$ cat config.mk
export PLATFORM = sky130hd
export DESIGN_NAME = bitcount_hs_core_flat
export DESIGN_NICKNAME = d
export VERILOG_FILES = /design/src/rtl/bitcount_hs_if.sv /design/src/rtl/bitcount_hs_core.sv /design/src/flat_wrapper.sv
export SDC_FILE = /design/constraint.sdc
export NUM_CORES = 1
export LEC_CHECK = 0
export CAP_MARGIN = 20
export CORE_MARGIN = 8
export CORE_UTILIZATION = 37
export CTS_CLUSTER_SIZE = 8
export DETAILED_ROUTE_END_ITERATION = 7
export GPL_TIMING_DRIVEN = 0
export SETUP_SLACK_MARGIN = 0.15
export SKIP_CTS_REPAIR_TIMING = 1
export SLEW_MARGIN = 20
export SYNTH_ARGS = -nofsm -noshare
export SYNTH_HDL_FRONTEND = slang
export SYNTH_SLANG_ARGS = --single-unit
$ cat constraint.sdc
create_clock -name CLK -period 2.8 [get_ports CLK]
set_clock_uncertainty 0.05 [all_clocks]
set_input_delay 0.56 -clock CLK [delete_from_list [all_inputs] [get_ports CLK]]
set_output_delay 0.56 -clock CLK [all_outputs]
set_load 0.01 [all_outputs]
$ cat src/rtl/bitcount_hs_if.sv
// ----------------------------------------------------------------------------
// bitcount_hs_if
// Block-level ap_ctrl_hs handshake bundle for the bit-count core.
//   ap_start      controller -> core  start request
//   num   [W]     controller -> core  operand (sampled on the start cycle)
//   ap_done       core -> controller  one-cycle result pulse
//   ap_idle       core -> controller  core is idle
//   ap_ready      core -> controller  one-cycle pulse, new operand accepted
//   hbits [OUTW]  core -> controller  popcount result, held between runs
//   hbits_ap_vld  core -> controller  one-cycle pulse, hbits valid
// master: the controller side; slave: the core side.
// ----------------------------------------------------------------------------
interface bitcount_hs_if #(
   parameter int W    = 10,
   parameter int OUTW = 4
);
   logic            ap_start;
   logic [W-1:0]    num;
   logic            ap_done;
   logic            ap_idle;
   logic            ap_ready;
   logic [OUTW-1:0] hbits;
   logic            hbits_ap_vld;

   modport master (
      output ap_start, num,
      input  ap_done, ap_idle, ap_ready, hbits, hbits_ap_vld
   );

   modport slave (
      input  ap_start, num,
      output ap_done, ap_idle, ap_ready, hbits, hbits_ap_vld
   );
endinterface

$ cat src/rtl/bitcount_hs_core.sv
// ----------------------------------------------------------------------------
// bitcount_hs_core
// Counts the set bits of a W-bit word, one bit per clock, behind an
// ap_ctrl_hs handshake. Latency from the start-sample edge to ap_done is
// always W+1 cycles; the count saturates at 2^OUTW-1.
// Ports:
//   CLK    clock, all state changes on the rising edge
//   RESET  synchronous, active-high reset (aborts a run silently)
//   bus    bitcount_hs_if.slave handshake bundle (see interface header)
// ----------------------------------------------------------------------------
module bitcount_hs_core #(
   parameter int W    = 10,
   parameter int OUTW = 4
) (
   input  logic          CLK,
   input  logic          RESET,
   bitcount_hs_if.slave  bus
);

   localparam int CNTW = (W > 1) ? $clog2(W) : 1;
   localparam logic [CNTW-1:0] CNT_LAST = CNTW'(W - 1);

   typedef enum logic [1:0] {
      IDLE = 2'd0,
      CALC = 2'd1,
      DONE = 2'd2
   } state_t;

   state_t          state_reg, state_next;
   logic [W-1:0]    sr_reg, sr_next;
   logic [OUTW-1:0] acc_reg, acc_next;
   logic [CNTW-1:0] cnt_reg, cnt_next;
   logic [OUTW-1:0] hbits_reg, hbits_next;

   always_ff @(posedge CLK) begin
      if (RESET) begin
         state_reg <= IDLE;
         sr_reg    <= '0;
         acc_reg   <= '0;
         cnt_reg   <= '0;
         hbits_reg <= '0;
      end else begin
         state_reg <= state_next;
         sr_reg    <= sr_next;
         acc_reg   <= acc_next;
         cnt_reg   <= cnt_next;
         hbits_reg <= hbits_next;
      end
   end

   always_comb begin
      state_next = state_reg;
      sr_next    = sr_reg;
      acc_next   = acc_reg;
      cnt_next   = cnt_reg;
      hbits_next = hbits_reg;
      case (state_reg)
         IDLE: begin
            if (bus.ap_start) begin
               sr_next    = bus.num;
               acc_next   = '0;
               cnt_next   = '0;
               state_next = CALC;
            end
         end
         CALC: begin
            // Hold at all-ones rather than wrapping.
            if (acc_reg == {OUTW{1'b1}})
               acc_next = acc_reg;
            else
               acc_next = acc_reg + OUTW'(sr_reg[0]);
            sr_next  = sr_reg >> 1;
            cnt_next = cnt_reg + CNTW'(1);
            if (cnt_reg == CNT_LAST) begin
               // The last bit is being added now, so capture the updated sum.
               hbits_next = acc_next;
               state_next = DONE;
            end
         end
         DONE: begin
            state_next = IDLE;
         end
         default: begin
            state_next = IDLE;
         end
      endcase
   end

   assign bus.ap_idle      = (state_reg == IDLE);
   assign bus.ap_done      = (state_reg == DONE);
   assign bus.ap_ready     = (state_reg == DONE);
   assign bus.hbits_ap_vld = (state_reg == DONE);
   assign bus.hbits        = hbits_reg;

endmodule

$ cat src/flat_wrapper.sv
// flat-port wrapper written by rule: the top's interface ports become plain ports
module bitcount_hs_core_flat 
#(
   parameter int W    = 10,
   parameter int OUTW = 4
)
  (CLK, RESET, bus_ap_start, bus_num, bus_ap_done, bus_ap_idle, bus_ap_ready, bus_hbits, bus_hbits_ap_vld);
  bitcount_hs_if #(.W(W), .OUTW(OUTW)) bus_i ();
  input  logic CLK;
  input  logic RESET;
  input wire logic [$bits(bus_i.ap_start)-1:0] bus_ap_start;
  input wire logic [$bits(bus_i.num)-1:0] bus_num;
  output wire logic [$bits(bus_i.ap_done)-1:0] bus_ap_done;
  output wire logic [$bits(bus_i.ap_idle)-1:0] bus_ap_idle;
  output wire logic [$bits(bus_i.ap_ready)-1:0] bus_ap_ready;
  output wire logic [$bits(bus_i.hbits)-1:0] bus_hbits;
  output wire logic [$bits(bus_i.hbits_ap_vld)-1:0] bus_hbits_ap_vld;
  assign bus_i.ap_start = bus_ap_start;
  assign bus_i.num = bus_num;
  assign bus_ap_done = bus_i.ap_done;
  assign bus_ap_idle = bus_i.ap_idle;
  assign bus_ap_ready = bus_i.ap_ready;
  assign bus_hbits = bus_i.hbits;
  assign bus_hbits_ap_vld = bus_i.hbits_ap_vld;
  bitcount_hs_core #(.W(W), .OUTW(OUTW)) u_core (.CLK(CLK), .RESET(RESET), .bus(bus_i));
endmodule
# After elaboration in Yosys (flattened, before gate mapping)

Index checks and enable logic that the tools add are counted.

Bits in registers: 24
Input bits: 13
Output and inout port bits: 8
Logic and storage cells: 27

Add/subtract/negate cells: 2
Equality and inequality tests: 6
Muxes and demuxes: 9
Reduce and logical (&&, ||, !) cells: 5

Operators by type and width:

| cell                | number |
|---|---|
| $pmux 10 s2         | 1 |
| $pmux 4 s2          | 2 |
| $mux 10             | 1 |
| $eq 4x4->1 const B  | 2 |
| $mux 4              | 2 |
| $reduce_and 2->1    | 3 |
| $add 4x1->4         | 1 |
| $add 4x1->4 const B | 1 |
| $mux 2              | 2 |
| $pmux 2 s2          | 1 |
| $eq 2x1->1 const B  | 1 |
| $eq 2x2->1 const B  | 1 |
| $logic_not 2->1     | 1 |
| $ne 2x1->1 const B  | 1 |
| $ne 2x2->1 const B  | 1 |
| $reduce_bool 2->1   | 1 |

# Logic depth before layout (Yosys ltp)

Gate-level depths: netlist of the first run.

Word-level depth: 3
Mapped depth: 5
Mapped depth without buffers: 5

# Worst setup path before layout of the first run

No wires, ideal clock.

Path type: flip-flop to output port
Start: reg u_core.state_reg[1]
End: out bus_ap_ready
Arrival time: 0.892 ns
Required time: 2.190 ns
Slack: 1.298 ns
Cell stages (with the launch flop): 3
Buffers on the path: 1
Path through: dfxtp_1 -> nor2b_1 -> buf_4

Word-level cells in the longest chain between the ends: 1

RTL lines:

| item                   | line                   | RTL |
|---|---|---|
| start, declared        | bitcount_hs_core.sv:29 | `state_t state_reg, state_next;` |
| start signal, assigned | bitcount_hs_core.sv:43 | `state_reg <= state_next;` |
| $eq 2x2->1             | --                     |  |
| end, declared          | flat_wrapper.sv:15     | `output wire logic [$bits(bus_i.ap_ready)-1:0] bus_ap_ready;` |

Every way passes these cells.

# Final worst setup path of the first run

Start: reg u_core.state_reg[1]
End: out bus_hbits_ap_vld

Word-level cells in the longest chain between the ends: 1

RTL lines:

| item          | line                   | RTL |
|---|---|---|
| $eq 2x2->1    | bitcount_hs_core.sv:92 | `assign bus.hbits_ap_vld = (state_reg == DONE);` |
| end, declared | flat_wrapper.sv:17     | `output wire logic [$bits(bus_i.hbits_ap_vld)-1:0] bus_hbits_ap_vld;` |

Every way passes these cells.

==> flow_summary_export.csv, run 1 <==
group,metric,value,unit
placement,dp_worst_setup_slack,0.8096,ns
sta,worst_pin_slew,0.5516,ns
min_path,min_path_type,"register to register",
sta,hold_viol,0,
grt,track_usage,10.76,%
placement,dp_hpwl,1.930,mm
detailed_routing,drt_iter0_drc,42,
power,p_sw,165.6,uW
sta,slew_violations,0,
synthesis,yosysSeqAreaShare,40.81,%
placement,io_buffers,19,
worst_setup_path,startpoint_type,"register",
clock_network,clock_latency,0.31,ns
sta,setup_viol,0,
worst_setup_path,endpoint_kind,"primary output",
synthesis,synth_flop_cell,"dfxtp_1",
sta,layout_setup_ws,0.4577,ns
floorplanning,die_area,5243,um2
detailed_routing,drt-total-wl,2.655,mm
worst_setup_path,crit_buf_inv,2,
sta,max_clock_freq,426.9,MHz
grt,grt_pass1_vias,1021,
synthesis,synth_seq_cells,24,
clock_network,cts_sinks,24,
sta,fin_setup_tns,0,ns
floorplanning,die_w,72.41,um
synthesis,synthCells,127,
detailed_routing,num_vias,998,
grt,grt_start_max_net_pins,14,
floorplanning,die_h,72.41,um
final_layout,largest_reg_flops,10,
worst_setup_path,required,2.19,ns
clock_network,htreeDepth,1,
floorplanning,initial_core_util,38.57,%
clock_network,root_buffer,"clkbuf_4",
worst_setup_path,path_class,"register to primary output",
final_layout,layout.nets,168,
run,cap_violations,0,
worst_setup_path,slowest_delay,0.52,ns
synthesis,synth_edf_count,0,
sta,slew-limit-headroom,63.23,%
power,power_leakage,0.0005175,uW
sta,rsz0062_at_grt,"no",
synthesis,syn-cell-area,1177,um2
run_status,status,"finished clean",
floorplanning,num_io_pins,21,
synthesis,synthArstFlopShare,0,%
sta,post-route-period-util,83.65,%
worst_setup_path,cp_top_family,"buffers and inverters",
worst_setup_path,crit_chain,"nor2b_1, buf_4, clkdlybuf4s50_1",
final_layout,drive_gt1_share,18.67,%
power,power.internal,478.7,uW
power,switching_share,25.70,%
sta,fin_hold_ws,0.4142,ns
synthesis,syn_nets,144,
power,ir_worst_vdd,220.1,uV
detailed_routing,wire_per_inst,13.69,um
grt,antenna_found_initial,0,
synthesis,syn_avg_cell_area,9.271,um2
power,p_clk_share,28.9,%
final_layout,diodes,0,
grt,overflow,0,
worst_setup_path,arrival,1.73,ns
power,power_density,441.6,nW/um2
worst_setup_path,crit_fanout,9,
floorplanning,rows,20,
clock_network,clock_path_buffers,2,
final_layout,syn2layout_area_growth,23.91,%
grt,grt_pass1_wl,4.540,mm
detailed_routing,drc,0,
detailed_routing,drtPass1Iterations,4,
clock_network,numCtsBuffers,3,
floorplanning,coreArea,3053,um2
clock_network,clkTransAtPathRegs,0.14,ns
power,p_seq_share,56.6,%
placement,routabilityCongestion,0.7274,
power,comb_power_share,14.5,%
sta,min_period,2.342,ns
clock_network,cts_tree,"yes",
detailed_routing,via_per_inst,5.144,
synthesis,yosysWarnings,0,
worst_setup_path,crit_slowest_cell,"clkdlybuf4s50_1",
synthesis,ys_types,39,
final_layout,nFillCells,331,
detailed_routing,drtAntennaViolNets,0,
metal layers:
| layer | track usage, % | wire, um | vias up |
|---|---|---|---|
| li1 | - | - | 506 |
| met1 | 12.97 | 1220 | 468 |
| met2 | 17.45 | 1256 | 20 |
| met3 | 2.893 | 148 | 4 |
| met4 | 4.667 | 30 | 0 |
| met5 | 0 | 0 | - |
path summary, 6_finish.rpt:
check / end / cells past startpoint / from / slack (ns)
min reg2reg: u_core.sr_reg[2] / 2 / u_core.sr_reg[2] / 0.41
max: bus_hbits_ap_vld / 3 / u_core.state_reg[1] / 0.46
max reg2reg: u_core.bus.hbits[1] / 5 / u_core.acc_reg[0] / 1.31
min: u_core.sr_reg[2] / 2 / u_core.sr_reg[2] / 0.41
cell families after synthesis:
kind of cell	synth area share [%]
XOR/XNOR	0.7440
buffers and inverters	5.844
AO/OA/AOI/OAI	24.87
adder cells (fa/ha/maj)	4.251
flip-flops	40.81
multiplexers	1.700
AND/OR/NAND/NOR	21.79
synthesized netlist by cell type, types with 2 or more instances:
library cell | number | area (um2)
buf_4 | 3 | 22.52
nand2_1 | 12 | 45.04
nor2b_1 | 4 | 25.02
a22oi_2 | 5 | 62.56
nor2_1 | 3 | 11.26
a41o_1 | 2 | 20.02
dfxtp_1 | 24 | 480.5
a21oi_1 | 12 | 60.06
a22oi_1 | 4 | 30.03
mux2i_1 | 2 | 20.02
nand2b_1 | 2 | 12.51
nor3_1 | 6 | 30.03
clkbuf_1 | 2 | 7.510
nand3_1 | 7 | 35.03
nand3b_1 | 2 | 15.01
ha_1 | 4 | 50.05
a21oi_2 | 8 | 70.07
buf_2 | 4 | 20.02
cells in the final DEF (no fill, tap or decap), drive strengths merged, types with 3 or more instances in the layout:
master / n
a21oi: 20
a22oi: 9
buf: 9
clkbuf: 6
clkdlybuf4s50: 19
dfxtp: 24
ha: 4
nand2: 12
nand2b: 3
nand3: 7
nor2: 3
nor2b: 4
nor3: 6
o21ai: 3
power groups by stage:
stage | Combinational (uW) | Sequential, uW | Clock (uW)
4_1_cts | 94.2 | 365 | 193
6_report | 93.4 | 365 | 186
2_1_floorplan | 61.1 | 370 | 0
5_1_grt | 104 | 367 | 206
3_3_place_gp | 92.8 | 372 | 0
3_5_place_dp | 94.1 | 372 | 0
tightest hold or removal path: stages (launching register included):
cell	delay, ns
dfxtp_1	0.33
nand2_1	0.05
a21oi_1	0.05
final cells by class:
cell class | count | area, um2 | area share [%]
multi-input cells | 91 | 628.1 | 43.05
flip-flops and latches | 24 | 480.5 | 32.93
repair buffers | 19 | 190.2 | 13.04
plain buffers | 11 | 65.06 | 4.460
well taps | 44 | 55.05 | 3.774
clock buffers | 4 | 36.28 | 2.487
inverters | 1 | 3.754 | 0.2573
through the flow:
stage               instances  total power (uW)  instance area, um2  utilization [%]
floorplan                 127             431.0                1177                -
global placement          190             464.7                1423            46.60
detailed placement        190             466.4                1423            46.60
CTS                       194             651.9                1459            47.79
global route              194             676.7                1459            47.79
finish                    194             644.3                1459            47.79
(Power assumes the default switching activity.)
==> run 2, diff against run 1 <==
- clock period: 2.8 -> 2.2 ns (I/O delays scaled with it)
==> run 2 against run 1 <==
Worst hold slack stayed put. Sequential cell count stayed put. Critical path depth is the same. Clock power is 27% higher. Via count did not move. Critical path type unchanged. Largest power group unchanged.
==> flow_summary_export.csv, run 2 (synthesized netlist as in run 1, its figures left out) <==
group,metric,value,unit
run_status,status,"finished clean",
final_layout,layout.nets,169,
detailed_routing,drtPass1Iterations,4,
floorplanning,die_w,72.41,um
final_layout,final_common_cell,"dfxtp_1",
final_layout,nFillCells,325,
worst_setup_path,r2r_start,"u_core.acc_reg[0]",
placement,dp_hpwl,1.930,mm
floorplanning,coreArea,3053,um2
detailed_routing,drtAntennaViolNets,0,
clock_network,cts_tree,"yes",
sta,hold_viol,0,
min_path,min_to,"u_core.sr_reg[2]",
sta,fin_setup_tns,0,ns
worst_setup_path,arrival,1.47,ns
floorplanning,die_h,72.41,um
worst_setup_path,startpoint_type,"register",
clock_network,cts_sinks,24,
floorplanning,num_io_pins,21,
sta,min_period,1.963,ns
min_path,whs_path_depth,2,
worst_setup_path,r2r_slack,0.71,ns
final_layout,design_area,1481,um2
detailed_routing,drt-total-wl,2.667,mm
final_layout,drive_gt1_share,21.19,%
detailed_routing,wire_per_inst,13.68,um
min_path,min_path_type,"register to register",
placement,routabilityCongestion,0.7274,
floorplanning,rows,20,
final_layout,layout_common_cells,"dfxtp_1 (22), clkdlybuf4s50_1 (19), a21oi_1 (12), nand2_1 (12), a21oi_2 (8)",
power,power_density,553.1,nW/um2
clock_network,clock_path_buffers,2,
worst_setup_path,cp_top_family,"buffers and inverters",
clock_network,htreeDepth,1,
placement,io_buffers,19,
worst_setup_path,reg2reg_to,"u_core.bus.hbits[1]",
power,power_leakage,0.0005244,uW
clock_network,root_buffer,"clkbuf_4",
detailed_routing,via_per_inst,5.118,
final_layout,register_area,488.0,um2
worst_setup_path,crit_fanout,9,
clock_network,clkTransAtPathRegs,0.13,ns
worst_setup_path,crit_slowest_cell,"clkdlybuf4s50_1",
grt,grt_pass1_vias,1021,
floorplanning,die_area,5243,um2
sta,rsz0062_at_grt,"no",
worst_setup_path,crit_buf_inv,2,
clock_network,numCtsBuffers,3,
sta,post-route-period-util,89.23,%
worst_setup_path,required,1.71,ns
placement,place_area,1423,um2
worst_setup_path,endpoint_kind,"primary output",
final_layout,multiInputGateArea,635.6,um2
worst_setup_path,crit_cells,3,
min_path,min_from,"u_core.sr_reg[2]",
detailed_routing,drc,0,
sta,worst_pin_slew,0.5499,ns
sta,slew-limit-headroom,63.34,%
worst_setup_path,crit_chain,"nor2b_4, buf_4, clkdlybuf4s50_1",
worst_setup_path,reg2reg_depth,5,
detailed_routing,num_vias,998,
final_layout,largest_reg_flops,10,
run,cap_violations,0,
grt,grt_start_max_net_pins,14,
final_layout,diodes,0,
detailed_routing,drt_iter0_drc,37,
final_layout,syn2layout_area_growth,25.82,%
grt,overflow,0,
grt,track_usage,10.76,%
sta,max_clock_freq,509.4,MHz
floorplanning,initial_core_util,38.57,%
clock_network,clock_latency,0.31,ns
worst_setup_path,slowest_delay,0.52,ns
grt,antenna_found_initial,0,
sta,setup_viol,0,
sta,slew_violations,0,
grt,grt_pass1_wl,4.540,mm
power,ir_worst_vdd,280.1,uV
worst_setup_path,path_class,"register to primary output",
==> run 2: cell types whose count changed in the layout (fill, tap and decap cells not counted) <==
cell,change
dfxtp_4,+2
dfxtp_1,-2
nor2b_1,-1
buf_4,+1
nor2b_4,+1
==> run 2: per-layer routing <==
| metal | wire length (um) | vias to the layer above | GRT usage, % |
|---|---|---|---|
| met5 | 0 | - | 0 |
| met4 | 30 | 0 | 4.667 |
| met3 | 126 | 4 | 2.893 |
| met2 | 1268 | 15 | 17.45 |
| met1 | 1241 | 472 | 12.97 |
| li1 | - | 507 | - |
==> run 2: layout make-up <==
cell class,instances,area share (%)
plain buffers,11,4.392
clock buffers,4,2.449
inverters,1,0.2534
flip-flops and latches,24,32.94
multi-input cells,91,42.91
repair buffers,20,13.34
well taps,44,3.716
==> run 2: metrics by stage <==
| step | cells | hold WS (ns) | utilization (%) | power [uW] | worst slack [ns] |
|---|---|---|---|---|---|
| 2_1_floorplan | 127 | 0.3860 | - | 548.5 | 0.8182 |
| 3_3_place_gp | 190 | 0.3930 | 46.60 | 591.4 | 0.3667 |
| 3_5_place_dp | 190 | 0.3963 | 46.60 | 593.6 | 0.3296 |
| 4_1_cts | 194 | 0.4144 | 47.79 | 829.7 | -0.04765 |
| 5_1_grt | 195 | 0.4562 | 48.52 | 861.2 | 0.1579 |
| 6_report | 195 | 0.4142 | 48.52 | 819.3 | 0.2370 |
==> run 2: worst min-delay path: cells and delay by family (launching register included) <==
kind | cells | cell delay (ns)
DFF | 1 | 0.33
and+or+nand+nor | 1 | 0.05
AOI/OAI and AO/OA | 1 | 0.05
==> run 2: worst max-delay path by stage <==
stage / start / to / slack [ns]
CTS: u_core.state_reg[1] / bus_ap_ready / -0.05
global route: u_core.state_reg[1] / bus_hbits_ap_vld / 0.16
global placement: u_core.state_reg[1] / bus_hbits_ap_vld / 0.37
finish: u_core.state_reg[0] / bus_hbits_ap_vld / 0.24
detailed placement: u_core.state_reg[1] / bus_ap_ready / 0.33
floorplan: u_core.state_reg[1] / bus_ap_ready / 0.82
==> run 2: where the power goes <==
part           switching [uW]  leakage [uW]  internal, uW  total [uW]
clock network             135     0.0000210           101         236
registers                14.5      0.000197           449         464
logic                    61.3      0.000307          57.8         119
total                     211      0.000524           608         819
==> run 3, diff against run 2 <==
- GPL_TIMING_DRIVEN: 0 -> default
- clock period: 2.2 -> 2.4 ns (I/O delays scaled with it)
==> run 3 against run 2 <==
Total power decreased by 9.6%. Critical endpoint unchanged. Largest power group unchanged. Critical path type unchanged. Global-route usage decreased by 0.61 points. Clock-buffer cell count unchanged.
==> flow_summary_export.csv, run 3 (synthesized netlist as in run 1, its figures left out) <==
group,metric,value,unit
clock_network,cts_sinks,24,
worst_setup_path,reg2reg_to,"u_core.bus.hbits[1]",
sta,max_clock_freq,483.7,MHz
sta,setup_viol,0,
min_path,min_from,"u_core.sr_reg[2]",
detailed_routing,drt_iter0_drc,38,
sta,worst_pin_slew,0.3507,ns
sta,layout_setup_ws,0.3327,ns
sta,post-route-period-util,86.14,%
run,cap_violations,0,
power,power_density,513.7,nW/um2
detailed_routing,drc,0,
grt,grt_pass1_wl,4.319,mm
clock_network,htreeDepth,1,
run_status,status,"finished clean",
power,ir_worst_vdd,217.1,uV
grt,overflow,0,
floorplanning,die_area,5243,um2
worst_setup_path,required,1.87,ns
power,power_leakage,0.0005055,uW
worst_setup_path,reg2reg_depth,5,
clock_network,root_buffer,"clkbuf_4",
final_layout,nFillCells,317,
floorplanning,rows,20,
detailed_routing,drt-total-wl,2.622,mm
placement,dp_hpwl,1.906,mm
clock_network,numCtsBuffers,3,
final_layout,register_area,481.7,um2
clock_network,clkTransAtPathRegs,0.13,ns
worst_setup_path,crit_fanout,9,
power,power,741.0,uW
worst_setup_path,r2r_start,"u_core.acc_reg[0]",
sta,fin_setup_tns,0,ns
final_layout,finalNonFillerCells,189,
placement,io_buffers,20,
floorplanning,die_h,72.41,um
placement,dp_worst_setup_slack,0.5325,ns
sta,hold_viol,0,
detailed_routing,via_per_inst,5.164,
grt,track_usage,10.15,%
min_path,min_to,"u_core.sr_reg[2]",
grt,grt_start_max_net_pins,19,
placement,dp_cells,185,
final_layout,syn2layout_area_growth,22.53,%
sta,min_period,2.067,ns
placement,place_area,1405,um2
floorplanning,die_w,72.41,um
final_layout,design_area,1443,um2
clock_network,cts_tree,"yes",
worst_setup_path,startpoint_type,"register",
final_layout,diodes,0,
detailed_routing,drtAntennaViolNets,0,
min_path,whs_path_depth,2,
grt,antenna_found_initial,0,
final_layout,layout.nets,163,
detailed_routing,wire_per_inst,13.87,um
sta,rsz0062_at_grt,"no",
final_layout,multiInputGateArea,628.1,um2
detailed_routing,num_vias,976,
floorplanning,initial_core_util,38.57,%
grt,grt_pass1_vias,935,
placement,routabilityCongestion,0.7878,
final_layout,largest_reg_flops,10,
final_layout,drive_gt1_share,17.93,%
clock_network,clock_path_buffers,2,
floorplanning,num_io_pins,21,
sta,slew_violations,0,
sta,slew-limit-headroom,76.41,%
worst_setup_path,r2r_slack,0.89,ns
min_path,min_path_type,"register to register",
detailed_routing,drtPass1Iterations,4,
final_layout,layout_common_cells,"dfxtp_1 (23), clkdlybuf4s50_1 (20), a21oi_1 (12), nand2_1 (12), a21oi_2 (8)",
floorplanning,coreArea,3053,um2
worst_setup_path,arrival,1.54,ns
worst_setup_path,endpoint_kind,"primary output",
final_layout,final_common_cell,"dfxtp_1",
clock_network,clock_latency,0.30,ns
worst_setup_path,path_class,"register to primary output",
## run 3: area by class of cell
type / instances / area share, %
inverters: 1 / 0.2602
clock buffers: 4 / 2.515
repair buffers: 25 / 16.48
multi-input cells: 91 / 43.54
flip-flops and latches: 24 / 33.39
well taps: 44 / 3.816
## run 3: report_power, final
part | internal (uW) | switching (uW) | total (uW) | leakage [uW]
Clock | 92.5 | 116 | 209 | 0.0000210
Combinational | 52.6 | 53.8 | 106 | 0.000289
Sequential | 413 | 13.1 | 426 | 0.000196
## run 3: per-layer routing
metal | vias up | GRT usage [%] | routed length [um]
li1 | 497 | - | -
met1 | 458 | 12.44 | 1228
met2 | 19 | 16.05 | 1209
met3 | 2 | 3.168 | 168
met4 | 0 | 4.000 | 14
met5 | - | 0 | 0
## run 3: worst max-delay path by stage
stage | startpoint | end | slack, ns | cells after the start
2_1_floorplan | u_core.state_reg[1] | bus_ap_ready | 0.98 | 2
3_3_place_gp | bus_ap_start | u_core.cnt_reg[3] | 0.54 | 4
3_5_place_dp | bus_ap_start | u_core.sr_reg[3] | 0.53 | 5
4_1_cts | u_core.state_reg[1] | bus_hbits_ap_vld | 0.22 | 2
5_1_grt | u_core.state_reg[1] | bus_hbits_ap_vld | 0.23 | 2
6_report | u_core.state_reg[1] | bus_hbits_ap_vld | 0.33 | 2
## run 3: per-stage QoR
step	hold slack (ns)	utilization [%]
3_5_place_dp	0.3989	46.02
3_3_place_gp	0.3925	46.02
2_1_floorplan	0.3860	-
5_1_grt	0.4380	47.25
4_1_cts	0.4149	47.21
6_report	0.4144	47.25
## run 3: critical path, cell delays in order, from the launching register on
cell	delay, ns
dfxtp_2	0.44
nor2b_1	0.22
clkdlybuf4s50_1	0.57
